[src/rtl/refresh_scheduler.sv]
// ============================================================================
// refresh_scheduler
// ----------------------------------------------------------------------------
// Purpose:
//    Schedules the periodic copy of data between three rotating memory banks.
//    One bank (cur_bank) holds the valid data. It is copied into the next bank
//    in sequence (cur_bank+1, wrapping 2 -> 0). When the destination bank
//    reports completion, that bank becomes the new cur_bank. User reads and
//    writes always go to the bank that currently owns the data. While a copy
//    is running, the bank wrappers redirect those accesses to the destination.
//
// Parameters:
//    REF_INTERVAL  IDLE cycles between refresh starts (4..65535)
//    REF_TIMEOUT   COPY cycles allowed before the copy is abandoned (130..65535)
//
// Ports:
//    clk        in   1  rising-edge clock
//    rst        in   1  asynchronous active-low reset
//    ref_force  in   1  start a refresh now (honoured only in IDLE)
//    u_re_in    in   1  user read request
//    u_we_in    in   1  user write request
//    ref_done   in   3  per-bank copy-complete flags (only the destination counts)
//    u_re       out  3  per-bank read enable, one-hot or zero
//    u_we       out  3  per-bank write enable, one-hot or zero
//    ref_en     out  3  per-bank refresh enable (bit = copy source)
//    start_SR   out  3  per-bank one-cycle copy-start pulse
//    cur_bank   out  2  bank holding valid data
//    rd_sel     out  2  bank that last received a read
//    ref_busy   out  1  refresh in progress (START or COPY)
//    ref_err    out  1  sticky copy-timeout flag
// ============================================================================
module refresh_scheduler #(
    parameter int REF_INTERVAL = 1024,
    parameter int REF_TIMEOUT  = 255
) (
    input  logic       clk,
    input  logic       rst,
    input  logic       ref_force,
    input  logic       u_re_in,
    input  logic       u_we_in,
    input  logic [2:0] ref_done,
    output logic [2:0] u_re,
    output logic [2:0] u_we,
    output logic [2:0] ref_en,
    output logic [2:0] start_SR,
    output logic [1:0] cur_bank,
    output logic [1:0] rd_sel,
    output logic       ref_busy,
    output logic       ref_err
);

    // Reload value of the IDLE down-counter and the last legal COPY count.
    localparam logic [15:0] INTERVAL_RELOAD = 16'(REF_INTERVAL - 1);
    localparam logic [15:0] TIMEOUT_LAST    = 16'(REF_TIMEOUT - 1);

    typedef enum logic [1:0] {
        IDLE   = 2'd0,
        START  = 2'd1,
        COPY   = 2'd2,
        ROTATE = 2'd3
    } state_t;

    state_t      r_state;
    logic [15:0] r_intervalCnt;
    logic [15:0] r_copyCnt;
    logic [1:0]  r_curBank;
    logic [1:0]  r_rdSel;
    logic [2:0]  r_refEn;
    logic [2:0]  r_startSr;
    logic        r_refBusy;
    logic        r_refErr;

    logic [1:0]  w_dstBank;
    logic [2:0]  w_curOneHot;
    logic        w_dstDone;

    // Destination is the next bank in the 0 -> 1 -> 2 -> 0 ring. Only the
    // destination's done flag may end a copy; the other two bits are noise.
    always_comb begin
        w_dstBank   = (r_curBank == 2'd2) ? 2'd0 : r_curBank + 2'd1;
        w_curOneHot = 3'b001 << r_curBank;
        w_dstDone   = ref_done[w_dstBank];
    end

    // Refresh state machine. All status outputs are registered here and are
    // set on the transition into the state they describe, so they line up
    // exactly with the state register. Any path back to IDLE reloads the
    // interval counter, which makes the spacing between starts independent
    // of how the previous refresh ended.
    always_ff @(posedge clk or negedge rst) begin
        if (!rst) begin
            r_state       <= IDLE;
            r_intervalCnt <= INTERVAL_RELOAD;
            r_copyCnt     <= '0;
            r_curBank     <= 2'd0;
            r_refEn       <= 3'b000;
            r_startSr     <= 3'b000;
            r_refBusy     <= 1'b0;
            r_refErr      <= 1'b0;
        end else begin
            case (r_state)
                IDLE: begin
                    if (ref_force || (r_intervalCnt == 16'd0)) begin
                        r_state   <= START;
                        r_startSr <= w_curOneHot;
                        r_refEn   <= w_curOneHot;
                        r_refBusy <= 1'b1;
                    end else begin
                        r_intervalCnt <= r_intervalCnt - 16'd1;
                    end
                end
                START: begin
                    r_state   <= COPY;
                    r_startSr <= 3'b000;
                    r_copyCnt <= '0;
                end
                COPY: begin
                    // A done in the final allowed cycle still wins over the
                    // timeout, so a copy that just makes it is not discarded.
                    if (w_dstDone) begin
                        r_state   <= ROTATE;
                        r_refEn   <= 3'b000;
                        r_refBusy <= 1'b0;
                    end else if (r_copyCnt == TIMEOUT_LAST) begin
                        r_state       <= IDLE;
                        r_refEn       <= 3'b000;
                        r_refBusy     <= 1'b0;
                        r_refErr      <= 1'b1;
                        r_intervalCnt <= INTERVAL_RELOAD;
                    end else begin
                        r_copyCnt <= r_copyCnt + 16'd1;
                    end
                end
                ROTATE: begin
                    r_state       <= IDLE;
                    r_curBank     <= w_dstBank;
                    r_intervalCnt <= INTERVAL_RELOAD;
                end
                default: begin
                    r_state       <= IDLE;
                    r_refEn       <= 3'b000;
                    r_startSr     <= 3'b000;
                    r_refBusy     <= 1'b0;
                    r_intervalCnt <= INTERVAL_RELOAD;
                end
            endcase
        end
    end

    // Read-data mux select: remember which bank the most recent read went
    // to so the returning data can be picked from that bank.
    always_ff @(posedge clk or negedge rst) begin
        if (!rst) begin
            r_rdSel <= 2'd0;
        end else if (u_re_in) begin
            r_rdSel <= r_curBank;
        end
    end

    // User routing. In every state the target is the registered cur_bank:
    // during START/COPY that is the copy source (the wrapper forwards to the
    // destination), and during ROTATE the register still holds the old bank
    // until the end of the cycle. Reset gates the enables off directly since
    // the request inputs are not registered.
    always_comb begin
        u_re = 3'b000;
        u_we = 3'b000;
        if (rst) begin
            if (u_re_in) begin
                u_re = w_curOneHot;
            end
            if (u_we_in) begin
                u_we = w_curOneHot;
            end
        end
    end

    assign ref_en   = r_refEn;
    assign start_SR = r_startSr;
    assign cur_bank = r_curBank;
    assign rd_sel   = r_rdSel;
    assign ref_busy = r_refBusy;
    assign ref_err  = r_refErr;

endmodule

[config.mk]
export PLATFORM = sky130hd
export DESIGN_NAME = refresh_scheduler
export DESIGN_NICKNAME = d
export VERILOG_FILES = /design/src/rtl/refresh_scheduler.sv
export SDC_FILE = /design/constraint.sdc
export NUM_CORES = 1
export LEC_CHECK = 0
export ABC_AREA = 1
export CORE_MARGIN = 5
export CORE_UTILIZATION = 35
export DETAILED_ROUTE_END_ITERATION = 16
export PLACE_DENSITY = 0.52
export REMOVE_ABC_BUFFERS = 1
export SYNTH_ARGS = -nofsm -noshare
export SYNTH_HDL_FRONTEND = slang
export SYNTH_SLANG_ARGS = --single-unit
[constraint.sdc]
create_clock -name clk -period 1.9 [get_ports clk]
set_clock_uncertainty 0.15 [all_clocks]
set_input_delay 0.38 -clock clk [delete_from_list [all_inputs] [get_ports clk]]
set_output_delay 0.38 -clock clk [all_outputs]
set_load 0.1 [all_outputs]
==> reports/results.tsv <==
metric	value	unit
Syn Std Cell Area	0.002898	sq mm
gr ovfl total	0	
Antenna Nets Post-Route	0	
Slew Limit Fails	0	
Max Cap Viol	0	
Num Clock Sinks	46	
CP Capture Type	primary output	
Iteration-0 DRC Markers	100	
largest family of logic cells by synthesized area	simple AND/OR/NAND/NOR gates	
vias in the first global route	2564	
final setup fails	0	
post-DP HPWL	5.044	mm
Startpoint Class	input port	
vias post-DR	2709	
Synth warnings	0	
most common cell after layout, fill and taps aside	nand2_1	
Placed Area	0.003577	sq mm
Die H	101.0	um
1st-pass router iterations	4	
Final nets	483	
library cells used by synthesis	32	
total core area	0.008134	sq mm
Rel. slew slack	0.6161	
Peak VDD IR	1.394	mV
Synth Area in Compound Gates	0.04275	
Residual DRC	0	
routed length per placed instance	12.39	um
WP data required	1.37	ns
unrepaired setup endpoints after global routing	true	
H-tree depth	2	
die area	0.01020	sq mm
post-synthesis mux area share	0	
CTS tree	yes	
pwr dens	1610	mW/mm^2
post-route design area	0.003869	sq mm
most frequent cells in the layout	142 x nand2_1, 58 x nor2_1, 45 x nand3_1, 36 x inv_1, 34 x dfrtp_1	
Tightest Pin Transition	0.5758	ns
n_diodes	0	
Static Leak	1.851	nW
total power	6.229	mW
crit path DAT	1.33	ns
row cnt	33	
period utilisation layout	0.9807	
clk buf depth	2	
port buffer count	25	
Clock Latency Late Sink	0.30	ns
Num CTS Buffers	5	
Adder-Cell Fraction of Synth Area	0.01295	
final hold vios	0	
initial antenna violation count	1	
layout cells sized above 1	0.2199	
Syn Area/Cell	6.966	sq um
cells after synthesis	416	
GPL Wtd Cong	0.8495	
Simple-Gate Fraction of Synth Area	0.4283	
Fmax	536.7	MHz
worst hold path class	input port to async pin	
Layout area overhead	33.51	%
first-pass GRT wire length	12.05	mm
Starting Density	0.3563	
DR vias/cell	4.687	
Root Buffer	clkbuf_8	
Final Critical Period	1.863	ns
IO Count	26	
Core Util, Final	0.4756	
crit path max fanout	3	
status	finished, final reports clean	
Chip Width	101.0	um
Routed WL	7.164	mm
Reg clk slew, reported paths	0.09	ns
Post-Synth XOR/XNOR Area	0.03627	
sequential share of the synthesized area	0.4016	
GRT Overall Usage	0.1451	
flops & latches, synth	46	
largest net degree at the start of global routing	46	
critical path class	input port to primary output	
[layer usage]
layer  track usage  vias up  routed length, um
met4       0.03783        2                 87
met1        0.1933     1257               3411
met3       0.03045        9                186
met5             0        -                 13
met2        0.2395       30               3464
li1              -     1411                  -
[cell families after synthesis]
| kind of cell | Yosys count |
|---|---|
| simple gates | 285 |
| buf+inv | 47 |
| flops | 46 |
| compound gates | 23 |
| xor+xnor | 12 |
| fa+ha+maj | 3 |
[layout make-up]
cell class	instances	area, sq um
tap	105	131.4
clock buffer	7	76.32
sequential	46	1166
inverter	41	158.9
timing repair buffer	53	691.9
clock inverter	1	30.03
fill	804	4265
multi-input combinational	325	1614
[metrics by stage]
| step | TNS [ns] | setup WS, ns | hold slack (ns) | std cells |
|---|---|---|---|---|
| detailed placement | -2.580 | -0.1392 | 0.04367 | 562 |
| CTS | 0 | 0.01535 | 0.1125 | 575 |
| finish | 0 | 0.03673 | 0.1039 | 578 |
| global placement | -2.169 | -0.1227 | 0.04861 | 562 |
| global route | -0.08707 | -0.02974 | 0.1547 | 578 |
| floorplan | -13.81 | -1.202 | -0.06559 | 410 |
[synth_stat cells]
cell type	number	area (sq um)
nand2_1	148	555.5
nor2_1	65	244.0
nand3_1	47	235.2
inv_1	38	142.6
dfrtp_1	36	900.9
o21ai_0	16	80.08
xor2_1	11	96.34
dfstp_2	10	262.8
nand2_2	7	43.79
buf_6	4	45.04
a21oi_1	3	15.01
ha_1	3	37.54
or2_2	3	18.77
and2_1	2	12.51
nand3b_1	2	15.01
nand4_1	2	12.51
nor2_2	2	12.51
nor2_4	2	22.52
nor3_1	2	10.01
a21boi_0	1	7.510
buf_4	1	7.510
buf_8	1	15.01
clkinv_1	1	3.750
inv_2	1	3.750
inv_6	1	8.760
nand3_4	1	17.52
nand4_4	1	21.27
nor2_8	1	20.02
o21ai_1	1	5.000
o21ai_2	1	8.760
o21bai_1	1	7.510
xnor2_1	1	8.760
[critical path: stages]
cell and delay, ns:
clkdlybuf4s50_1 0.45, nand2_1 0.13, nor2_2 0.18, buf_12 0.19
[path summary, 6_finish.rpt]
kind                                     end  cells past startpoint  slack (ns)             start
setup / recovery                     u_we[0]                      4        0.04           u_we_in
hold / removal                    r_state[0]                      2        0.10               rst
setup reg to reg           r_intervalCnt[13]                     10        0.13  r_intervalCnt[0]
hold reg to reg             r_intervalCnt[3]                      2        0.34  r_intervalCnt[3]
max in group asynchronous        cur_bank[1]                      2        1.09               rst
min in group clk            r_intervalCnt[3]                      2        0.34  r_intervalCnt[3]
[report_power, final]
group	total, mW	internal (mW)	leakage [nW]	switching (mW)
combinational	3.85	1.41	1.21	2.44
clock	0.732	0.394	0.0524	0.338
sequential	1.65	1.33	0.587	0.314
[registers in the layout, indices dropped and copies added (netlist names)]
name and flops:
r_copyCnt 16, r_intervalCnt 16, ref_en 3, start_SR 3
cur_bank 2, r_state 2, rd_sel 2, ref_busy 1
ref_err 1
[timing repair]
action	4_1_cts	5_1_grt
gates resized for setup	11	21
setup endpoints to repair	6	37
gates cloned	0	3
hold endpoints to repair	1	0
pin swaps	3	5
hold buffers	1	0
buffers inserted	4	0
(Power assumes the default switching activity.)
